==> src/rtl/iir_pole_ctrl_if.sv <==
// Sample-in / filter-out streams of the IIR pole frame sequencer.
interface iir_pole_ctrl_if #(
  parameter int unsigned WL   = 16,
  parameter int unsigned WL_Y = 36
);
  logic [WL-1:0]   s_data;
  logic            s_valid;
  logic            s_ready;
  logic [WL_Y-1:0] y_data;
  logic            y_valid;
  logic            y_last;

  modport master (output s_data, s_valid, input s_ready, y_data, y_valid, y_last);
  modport slave  (input s_data, s_valid, output s_ready, y_data, y_valid, y_last);
endinterface

==> src/rtl/iir_pole_ctrl.sv <==
// Frame sequencer for the online IIR pole: streams frame_len samples into the
// pole, appends TAIL zero slots to drain its delay line, and registers the
// pole's combinational output into a flagged output stream.
module iir_pole_ctrl #(
  parameter int unsigned STAGE = 8,
  parameter int unsigned WL    = 2*STAGE,
  parameter int unsigned WL_Y  = 2*(STAGE+10),
  parameter int unsigned LEN_W = 16,
  parameter int unsigned TAIL  = 4
) (
  input  logic             clk,
  input  logic             nrst,
  input  logic             start,
  input  logic [LEN_W-1:0] frame_len,
  input  logic             abort,
  iir_pole_ctrl_if.slave   s,
  output logic             pole_enable,
  output logic [WL-1:0]    pole_din,
  input  logic [WL_Y-1:0]  pole_dout,
  output logic             busy,
  output logic             done,
  output logic             err_underrun
);

  typedef enum logic [1:0] {IDLE, RUN, FLUSH, DRAIN} state_t;

  state_t          state_q, state_d;
  logic [LEN_W-1:0] cnt_q, cnt_d;
  logic            pole_enable_q, pole_enable_d;
  logic [WL-1:0]   pole_din_q, pole_din_d;
  logic            issued_q, issued_d;
  logic            last_slot_q, last_slot_d;
  logic [WL_Y-1:0] y_data_q, y_data_d;
  logic            y_valid_q, y_valid_d;
  logic            y_last_q, y_last_d;
  logic            done_q, done_d;
  logic            err_q, err_d;

  // Next-state, slot issue and output capture logic.
  always_comb begin
    state_d       = state_q;
    cnt_d         = cnt_q;
    pole_enable_d = pole_enable_q;
    pole_din_d    = pole_din_q;
    issued_d      = 1'b0;
    last_slot_d   = 1'b0;
    y_valid_d     = issued_q;
    y_last_d      = issued_q & last_slot_q;
    y_data_d      = issued_q ? pole_dout : y_data_q;
    done_d        = 1'b0;
    err_d         = err_q;

    if (abort && (state_q != IDLE)) begin
      // Abort drops the slot still in flight: its output strobe is suppressed.
      state_d       = IDLE;
      cnt_d         = '0;
      pole_enable_d = 1'b0;
      pole_din_d    = '0;
      y_valid_d     = 1'b0;
      y_last_d      = 1'b0;
    end else begin
      unique case (state_q)
        IDLE: begin
          pole_enable_d = 1'b0;
          pole_din_d    = '0;
          if (start && !abort && (frame_len != '0)) begin
            state_d       = RUN;
            cnt_d         = frame_len;
            pole_enable_d = 1'b1;
            err_d         = 1'b0;
          end
        end
        RUN: begin
          issued_d   = 1'b1;
          pole_din_d = s.s_valid ? s.s_data : '0;
          if (!s.s_valid) err_d = 1'b1;
          if (cnt_q == LEN_W'(1)) begin
            state_d = FLUSH;
            cnt_d   = LEN_W'(TAIL);
          end else begin
            cnt_d = cnt_q - LEN_W'(1);
          end
        end
        FLUSH: begin
          issued_d   = 1'b1;
          pole_din_d = '0;
          if (cnt_q == LEN_W'(1)) begin
            state_d     = DRAIN;
            cnt_d       = '0;
            last_slot_d = 1'b1;
          end else begin
            cnt_d = cnt_q - LEN_W'(1);
          end
        end
        DRAIN: begin
          state_d       = IDLE;
          done_d        = 1'b1;
          pole_enable_d = 1'b0;
        end
        default: state_d = IDLE;
      endcase
    end
  end

  // State and registered outputs.
  always_ff @(posedge clk or negedge nrst) begin
    if (!nrst) begin
      state_q       <= IDLE;
      cnt_q         <= '0;
      pole_enable_q <= 1'b0;
      pole_din_q    <= '0;
      issued_q      <= 1'b0;
      last_slot_q   <= 1'b0;
      y_data_q      <= '0;
      y_valid_q     <= 1'b0;
      y_last_q      <= 1'b0;
      done_q        <= 1'b0;
      err_q         <= 1'b0;
    end else begin
      state_q       <= state_d;
      cnt_q         <= cnt_d;
      pole_enable_q <= pole_enable_d;
      pole_din_q    <= pole_din_d;
      issued_q      <= issued_d;
      last_slot_q   <= last_slot_d;
      y_data_q      <= y_data_d;
      y_valid_q     <= y_valid_d;
      y_last_q      <= y_last_d;
      done_q        <= done_d;
      err_q         <= err_d;
    end
  end

  assign s.s_ready    = (state_q == RUN);
  assign busy         = (state_q != IDLE);
  assign pole_enable  = pole_enable_q;
  assign pole_din     = pole_din_q;
  assign s.y_data     = y_data_q;
  assign s.y_valid    = y_valid_q;
  assign s.y_last     = y_last_q;
  assign done         = done_q;
  assign err_underrun = err_q;

endmodule

==> src/flat_wrapper.sv <==
// flat-port wrapper written by rule: the top's interface ports become plain ports
module iir_pole_ctrl_flat 
#(
  parameter int unsigned STAGE = 8,
  parameter int unsigned WL    = 2*STAGE,
  parameter int unsigned WL_Y  = 2*(STAGE+10),
  parameter int unsigned LEN_W = 16,
  parameter int unsigned TAIL  = 4
)
  (clk, nrst, start, frame_len, abort, pole_enable, pole_din, pole_dout, busy, done, err_underrun, s_s_data, s_s_valid, s_s_ready, s_y_data, s_y_valid, s_y_last);
  iir_pole_ctrl_if #(.WL(WL), .WL_Y(WL_Y)) s_i ();
  input  logic clk;
  input  logic nrst;
  input  logic start;
  input  logic [LEN_W-1:0] frame_len;
  input  logic abort;
  output logic pole_enable;
  output logic [WL-1:0] pole_din;
  input  logic [WL_Y-1:0] pole_dout;
  output logic busy;
  output logic done;
  output logic err_underrun;
  input wire logic [$bits(s_i.s_data)-1:0] s_s_data;
  input wire logic [$bits(s_i.s_valid)-1:0] s_s_valid;
  output wire logic [$bits(s_i.s_ready)-1:0] s_s_ready;
  output wire logic [$bits(s_i.y_data)-1:0] s_y_data;
  output wire logic [$bits(s_i.y_valid)-1:0] s_y_valid;
  output wire logic [$bits(s_i.y_last)-1:0] s_y_last;
  assign s_i.s_data = s_s_data;
  assign s_i.s_valid = s_s_valid;
  assign s_s_ready = s_i.s_ready;
  assign s_y_data = s_i.y_data;
  assign s_y_valid = s_i.y_valid;
  assign s_y_last = s_i.y_last;
  iir_pole_ctrl #(.STAGE(STAGE), .WL(WL), .WL_Y(WL_Y), .LEN_W(LEN_W), .TAIL(TAIL)) u_core (.clk(clk), .nrst(nrst), .start(start), .frame_len(frame_len), .abort(abort), .s(s_i), .pole_enable(pole_enable), .pole_din(pole_din), .pole_dout(pole_dout), .busy(busy), .done(done), .err_underrun(err_underrun));
endmodule
==> config.mk <==
export PLATFORM = sky130hd
export DESIGN_NAME = iir_pole_ctrl_flat
export DESIGN_NICKNAME = d
export VERILOG_FILES = /design/src/rtl/iir_pole_ctrl_if.sv /design/src/rtl/iir_pole_ctrl.sv /design/src/flat_wrapper.sv
export SDC_FILE = /design/constraint.sdc
export NUM_CORES = 1
export LEC_CHECK = 0
export CAP_MARGIN = 20
export CORE_MARGIN = 5
export CORE_UTILIZATION = 48
export DETAILED_ROUTE_END_ITERATION = 8
export GPL_ROUTABILITY_DRIVEN = 0
export PLACE_DENSITY = 0.86
export SETUP_SLACK_MARGIN = 0.4
export SLEW_MARGIN = 20
export SYNTH_ARGS = -nofsm -noshare
export SYNTH_HDL_FRONTEND = slang
export SYNTH_SLANG_ARGS = --single-unit
export TNS_END_PERCENT = 100
==> constraint.sdc <==
create_clock -name clk -period 5.2 [get_ports clk]
set_input_delay 0.52 -clock clk [delete_from_list [all_inputs] [get_ports clk]]
set_output_delay 0.52 -clock clk [all_outputs]
set_load 0.02 [all_outputs]
==> results of run 1 <==
==> power by group through the flow <==
stage	Clock, µW	Combinational, µW	Sequential (µW)
after global placement	0	1530	971
after CTS	486	1570	981
after floorplan	0	774	1160
final	476	1570	980
after detailed placement	0	1570	993
after global routing	515	1690	1010
==> flip-flops by register name (all words and copies together), names as in the netlist <==
register and count:
u_core.s.y_data 36, u_core.cnt_q 16, u_core.pole_din 16, u_core.state_q 2
u_core.done 1, u_core.err_underrun 1, u_core.issued_q 1, u_core.last_slot_q 1
u_core.pole_enable 1, u_core.s.y_last 1, u_core.s.y_valid 1
==> routing by layer <==
| layer | vias to the layer above | GRT usage, % |
|---|---|---|
| met5 | - | 0 |
| met4 | 0 | 7.58 |
| met3 | 12 | 6.63 |
| met2 | 141 | 34.6 |
| met1 | 1429 | 26.9 |
| li1 | 1368 | - |
==> worst max-delay path, cell delays in order (launching register included) <==
cell	delay (ps)
sky130_fd_sc_hd__dfrtp_1	450
sky130_fd_sc_hd__inv_1	90
sky130_fd_sc_hd__ha_1	370
sky130_fd_sc_hd__inv_1	270
sky130_fd_sc_hd__nor2_1	470
sky130_fd_sc_hd__nand2_1	420
sky130_fd_sc_hd__o32ai_1	410
sky130_fd_sc_hd__or2_1	140
==> area by class of cell <==
| type | count | area share, % |
|---|---|---|
| flip-flops and latches | 77 | 37.6 |
| well taps | 99 | 2.42 |
| repair buffers | 134 | 26.0 |
| inverters | 10 | 0.732 |
| clock inverters | 7 | 1.61 |
| clock buffers | 9 | 2.42 |
| multi-input cells | 193 | 29.3 |
==> path summary, 6_finish.rpt <==
path	start	endpoint	cells past startpoint
hold / removal	nrst	u_core.s.y_data[28]	1
min in group clk	u_core.last_slot_q	u_core.s.y_last	1
hold reg to reg	u_core.last_slot_q	u_core.s.y_last	1
setup reg to reg	u_core.state_q[0]	u_core.cnt_q[12]	7
max in group asynchronous	nrst	u_core.cnt_q[13]	1
setup / recovery	u_core.state_q[0]	u_core.cnt_q[12]	7
==> cells by family after synthesis <==
| group | after synthesis | synth area share [%] |
|---|---|---|
| muxes | 37 | 11.8 |
| DFF | 77 | 54.9 |
| adders and majority gates | 6 | 2.14 |
| buffers and inverters | 26 | 2.85 |
| AOI/OAI and AO/OA | 73 | 15.9 |
| xor gates and xnor gates | 2 | 0.500 |
| and+or+nand+nor | 75 | 11.8 |
==> stage by stage <==
stage          power (µW)  instance area, µm²  util, %  std cells  hold slack [ps]
2_1_floorplan        1930                3510        -        296              224
3_3_place_gp         2510                4910     68.5        513              461
3_5_place_dp         2560                4910     68.5        513              483
4_1_cts              3040                5120     71.3        529              340
5_1_grt              3220                5130     71.4        529              389
6_report             3030                5130     71.4        529              301
==> layout by cell type (no fill, tap or decap), types with 3 or more instances in the layout <==
cell type,n
sky130_fd_sc_hd__nor3_1,9
sky130_fd_sc_hd__mux2_2,36
sky130_fd_sc_hd__nand4_1,5
sky130_fd_sc_hd__a22oi_1,6
sky130_fd_sc_hd__inv_1,10
sky130_fd_sc_hd__nand2_1,17
sky130_fd_sc_hd__o31ai_1,10
sky130_fd_sc_hd__nor2_1,12
sky130_fd_sc_hd__o21ai_0,3
sky130_fd_sc_hd__a21oi_1,8
sky130_fd_sc_hd__a2bb2oi_1,3
sky130_fd_sc_hd__nor4_2,3
sky130_fd_sc_hd__and2_1,5
sky130_fd_sc_hd__dfrtp_1,77
sky130_fd_sc_hd__clkbuf_8,9
sky130_fd_sc_hd__clkdlybuf4s50_1,130
sky130_fd_sc_hd__a21o_1,5
sky130_fd_sc_hd__nor4_1,9
sky130_fd_sc_hd__buf_4,4
sky130_fd_sc_hd__ha_1,6
sky130_fd_sc_hd__a22o_1,16
sky130_fd_sc_hd__o2bb2ai_1,7
==> load_flow_metrics.sql, run 1 <==
INSERT INTO impl_metrics (metric_group, metric, value, unit) VALUES
('pwr', 'power.switching_fraction', '40.8', '%'),
('die', 'die_w', '95.5', 'µm'),
('yosys', 'yosysMostFrequentCell', 'sky130_fd_sc_hd__dfrtp_1', ''),
('global_routing', 'grt_max_degree', '78', ''),
('timing', 'period_share', '51.5', '%'),
('yosys', 'synth_top_area_share', '54.9', '%'),
('route', 'detailroute.wirelength.met2', '4630', 'µm'),
('clock_network', 'register_clock_pin_slew_on_the_reported_worst_setup_and_hold_paths', '90', 'ps'),
('timing', 'clock_skew', '12.2', 'ps'),
('die', 'die_h', '95.5', 'µm'),
('global_routing', 'global_route.overflow_total', '0', ''),
('clock_network', 'tritoncts.num_buffers', '9', ''),
('cells_and_area', 'fillCellCount', '504', ''),
('cells_and_area', 'num_antenna_cells', '0', ''),
('placed_design', 'placement.setup.worst_slack', '1990', 'ps'),
('timing', 'slew_headroom', '36.7', '%'),
('run', 'count_of_max_cap_constraint_violations', '0', ''),
('pwr', 'leakage', '0.00216', 'µW'),
('clock_network', 'max-clock-path-buffers', '2', ''),
('cells_and_area', 'nets', '504', ''),
('cells_and_area', 'register_area', '0.00193', 'mm²'),
('die', 'die-area', '0.00912', 'mm²'),
('route', 'detailed_route_wirelength_on_metal3', '874', 'µm'),
('timing', 'hold_viol_final', '0', ''),
('global_routing', 'grt_first_pass_wirelength', '14900', 'µm'),
('clock_network', 'clock_tree.htree_level_count', '3', ''),
('yosys', 'ys_top_cells_by_count', '77 x sky130_fd_sc_hd__dfrtp_1, 36 x sky130_fd_sc_hd__mux2_2, 17 x sky130_fd_sc_hd__nand2_1', ''),
('cells_and_area', 'synthToLayoutAreaGrowth', '46.2', '%'),
('pwr', 'power.density', '591', 'mW/mm²'),
('yosys', 'ys_types', '48', ''),
('pwr', 'irDropWorstVdd', '253', 'µV'),
('timing', 'worst_slew_pin_slew', '950', 'ps'),
('clock_network', 'clock_sinks', '77', ''),
('yosys', 'synthesis.area_per_instance', '11.8', 'µm²'),
('pwr', 'seqPwrFrac', '32.4', '%'),
('clock_network', 'clock_tree_from_tritoncts', 'built', ''),
('pwr', 'intPower', '1790', 'µW'),
('yosys', 'yosysWarnings', '0', ''),
('clock_network', 'cts_hold_bufs', '0', ''),
('cells_and_area', 'final_layout_size_suffix_gt1_share', '14.7', '%'),
('route', 'drt-total-wl', '9520', 'µm'),
('worst_hold_path', 'worstHoldPathType', 'input port to async pin', ''),
('yosys', 'synth-edff-count', '0', ''),
('route', 'wl_met1', '3900', 'µm'),
('route', 'drt_pass1_iterations', '4', ''),
('critical_path', 'r2r_setup_slack', '2520', 'ps'),
('clock_network', 'cts_root_buf', 'sky130_fd_sc_hd__clkbuf_8', ''),
('placed_design', 'hpwl', '7090', 'µm'),
('status', 'outcome', 'completed', ''),
('critical_path', 'kind_of_capture_point_of_the_worst_setup_path', 'register', ''),
('route', 'detail_route.vias_per_cell', '5.58', ''),
('yosys', 'synthesis.area', '0.00351', 'mm²'),
('clock_network', 'clock_insertion_delay_worst_skew', '360', 'ps'),
('pwr', 'power.net_switching', '1240', 'µW'),
('yosys', 'synth-seq-cells', '77', ''),
('timing', 'timing.setup.tns', '0', 'ps'),
('clock_network', 'post_cts_gate_resize_count', '0', ''),
('yosys', 'synth-seq-area-share', '54.9', '%'),
('route', 'avgRoutedWirePerCell', '18.0', 'µm'),
('yosys', 'synthDominantAreaCellType', 'sky130_fd_sc_hd__dfrtp_1', ''),
('critical_path', 'worstPathMaxFanout', '16', ''),
('route', 'remaining_drc_errors', '0', ''),
('die', 'design.portCount', '132', ''),
('critical_path', 'cp.arrival', '2970', 'ps'),
('timing', 'grt_setup_unrepaired', 'no', ''),
('yosys', 'ys_dominant_reg_cell', 'sky130_fd_sc_hd__dfrtp_1', ''),
('pwr', 'power_frac_clock', '15.7', '%'),
('timing', 'fmaxAchievable', '373', 'MHz'),
('timing', 'fin_ws', '2520', 'ps'),
('yosys', 'postSynth.asyncResetShare', '100', '%'),
('global_routing', 'groute.usage.overall', '21.3', '%');
Note: power is estimated with default switching activity, not from simulation.
==> inputs of run 2 (changes only) <==
Settings changed: CORE_UTILIZATION 48 to 40, PLACE_DENSITY 0.86 to 0.77.
Clock period 5.2 ns to 2.3 ns, I/O delays scaled along.
==> run 2 against run 1 <==
Against the previous run: critical path type unchanged; combinational power increased to 2.6 times the previous value; largest cell class unchanged; worst setup slack worse by 2300 ps; cell area is 6.1% higher; critical path depth shrank 2.
==> load_flow_metrics.sql, run 2 (synthesis gave the netlist of run 1 again) <==
INSERT INTO impl_metrics (metric_group, metric, value, unit) VALUES
('status', 'outcome', 'completed', ''),
('timing', 'setup-violations-final', '0', ''),
('route', 'drt_iter0_drc', '172', ''),
('global_routing', 'groute.usage.overall', '18.6', '%'),
('die', 'design.portCount', '132', ''),
('cells_and_area', 'synthToLayoutAreaGrowth', '55.0', '%'),
('cells_and_area', 'nets', '535', ''),
('critical_path', 'cp_data_required_time', '2540', 'ps'),
('route', 'avgRoutedWirePerCell', '17.8', 'µm'),
('critical_path', 'worst_r2r_path_depth', '5', ''),
('clock_network', 'clock_tree_from_tritoncts', 'built', ''),
('critical_path', 'rr_startpoint', 'u_core.cnt_q[10]', ''),
('placed_design', 'hpwl', '7380', 'µm'),
('critical_path', 'critPathKind', 'register to register', ''),
('critical_path', 'r2r-end', 'u_core.cnt_q[14]', ''),
('pwr', 'leakage', '0.00230', 'µW'),
('timing', 'slew_headroom', '64.4', '%'),
('clock_network', 'max-clock-path-buffers', '2', ''),
('pwr', 'total_power_draw', '7240', 'µW'),
('route', 'drt_pass1_iterations', '4', ''),
('timing', 'hold_viol_final', '0', ''),
('cells_and_area', 'most-common-layout-cells', '128 x sky130_fd_sc_hd__clkdlybuf4s50_1, 76 x sky130_fd_sc_hd__dfrtp_1, 36 x sky130_fd_sc_hd__mux2_2', ''),
('timing', 'worst_slew_pin_slew', '529', 'ps'),
('timing', 'grt_setup_unrepaired', 'yes', ''),
('timing', 'timing.setup.tns', '0', 'ps'),
('die', 'core-area', '0.00864', 'mm²'),
('pwr', 'irDropWorstVdd', '591', 'µV'),
('die', 'initial_core_util', '40.6', '%'),
('critical_path', 'kind_of_capture_point_of_the_worst_setup_path', 'register', ''),
('die', 'die_w', '104', 'µm'),
('route', 'routed-via-count', '3099', ''),
('timing', 'fmaxAchievable', '485', 'MHz'),
('route', 'detail_route.vias_per_cell', '5.45', ''),
('die', 'die-area', '0.0107', 'mm²'),
('clock_network', 'register_clock_pin_slew_on_the_reported_worst_setup_and_hold_paths', '100', 'ps'),
('clock_network', 'tritoncts.num_buffers', '9', ''),
('critical_path', 'r2r_setup_slack', '240', 'ps'),
('die', 'die_h', '104', 'µm'),
('timing', 'clock_skew', '12.7', 'ps'),
('critical_path', 'worstPathMaxFanout', '5', ''),
('global_routing', 'global_route.overflow_total', '0', ''),
('cells_and_area', 'num_antenna_cells', '0', ''),
('timing', 'period_share', '89.7', '%'),
('clock_network', 'clock_insertion_delay_worst_skew', '360', 'ps'),
('die', 'std_cell_rows', '34', ''),
('cells_and_area', 'layout_commonest_cell', 'sky130_fd_sc_hd__clkdlybuf4s50_1', ''),
('run', 'count_of_max_cap_constraint_violations', '0', ''),
('clock_network', 'clock_tree.htree_level_count', '3', ''),
('global_routing', 'grt_max_degree', '44', ''),
('global_routing', 'antenna_found_initial', '0', ''),
('global_routing', 'grt_pass1_vias', '3213', ''),
('critical_path', 'cp.arrival', '2310', 'ps'),
('critical_path', 'worstSetupStartpoint', 'u_core.cnt_q[10]', ''),
('route', 'drt-total-wl', '10100', 'µm'),
('route', 'ant_nets', '0', ''),
('route', 'remaining_drc_errors', '0', ''),
('timing', 'report.final.slew_viol_count', '0', ''),
('worst_hold_path', 'worstHoldPathType', 'input port to async pin', ''),
('clock_network', 'clock_sinks', '77', ''),
('cells_and_area', 'largest_register_ffs', '36', ''),
('placed_design', 'placement.setup.worst_slack', '70.7', 'ps'),
('timing', 'fin_ws', '237', 'ps'),
('clock_network', 'cts_root_buf', 'sky130_fd_sc_hd__clkbuf_8', ''),
('cells_and_area', 'final_layout_size_suffix_gt1_share', '23.2', '%'),
('critical_path', 'start_kind', 'register', ''),
('placed_design', 'placement.io_buffers', '131', ''),
('timing', 'min_period', '2060', 'ps'),
('global_routing', 'grt_first_pass_wirelength', '16500', 'µm'),
('pwr', 'power.density', '1330', 'mW/mm²'),
('critical_path', 'critical_path.endpoint', 'u_core.cnt_q[14]', '');
-- run 2: how the worst min path moves through the flow --
stage | start | cells after the start | slack (ps) | to
2_1_floorplan | nrst | 0 | -70 | u_core.cnt_q[0]
3_3_place_gp | nrst | 1 | 200 | u_core.pole_din[11]
3_5_place_dp | nrst | 1 | 210 | u_core.pole_din[11]
4_1_cts | nrst | 2 | 370 | u_core.pole_din[11]
5_1_grt | nrst | 2 | 410 | u_core.pole_din[11]
6_report | nrst | 2 | 360 | u_core.pole_din[11]
-- run 2: timing repair --
item | CTS | global route
setup buffers | 8 | 7
pin swaps | 2 | 2
resized for setup | 10 | 7
endpoints found under the setup margin | 17 | 18
hold buffers | 1 | 0
endpoints found under the hold margin | 34 | 0
-- run 2: through the flow --
step / instances / area, µm² / utilization (%) / hold WS (ps)
floorplan: 296 / 3570 / - / -65.6
global placement: 537 / 5080 / 58.9 / 201
detailed placement: 537 / 5080 / 58.9 / 207
CTS: 562 / 5360 / 62.0 / 372
global route: 569 / 5440 / 63.0 / 411
finish: 569 / 5440 / 63.0 / 357
-- run 2: area by class of cell --
cell class | instances | area [µm²]
multi-input combinational | 193 | 1570
timing repair buffer | 165 | 1580
tap | 108 | 135
fill | 680 | 3200
clock inverter | 7 | 57.6
sequential | 77 | 1930
inverter | 10 | 37.5
clock buffer | 9 | 124
-- run 2: worst max-delay path: stages (launching register included) --
cell and delay [ps]:
sky130_fd_sc_hd__dfrtp_1 400, sky130_fd_sc_hd__or4_4 590, sky130_fd_sc_hd__or4_4 570, sky130_fd_sc_hd__nor3_4 130, sky130_fd_sc_hd__o31ai_1 80, sky130_fd_sc_hd__a21o_1 200
-- run 2: report_power, final --
part	switching, µW	internal [µW]	total, µW
logic	2040	2000	4050
registers	371	1850	2220
clock network	562	409	971
-- run 2: metal layers --
| metal | track usage (%) | wire (µm) | share of wire, % |
|---|---|---|---|
| met1 | 24.4 | 4350 | 43 |
| met2 | 29.4 | 4730 | 47 |
| met3 | 4.79 | 761 | 7.5 |
| met4 | 7.69 | 261 | 2.6 |
| met5 | 0 | 0 | 0 |
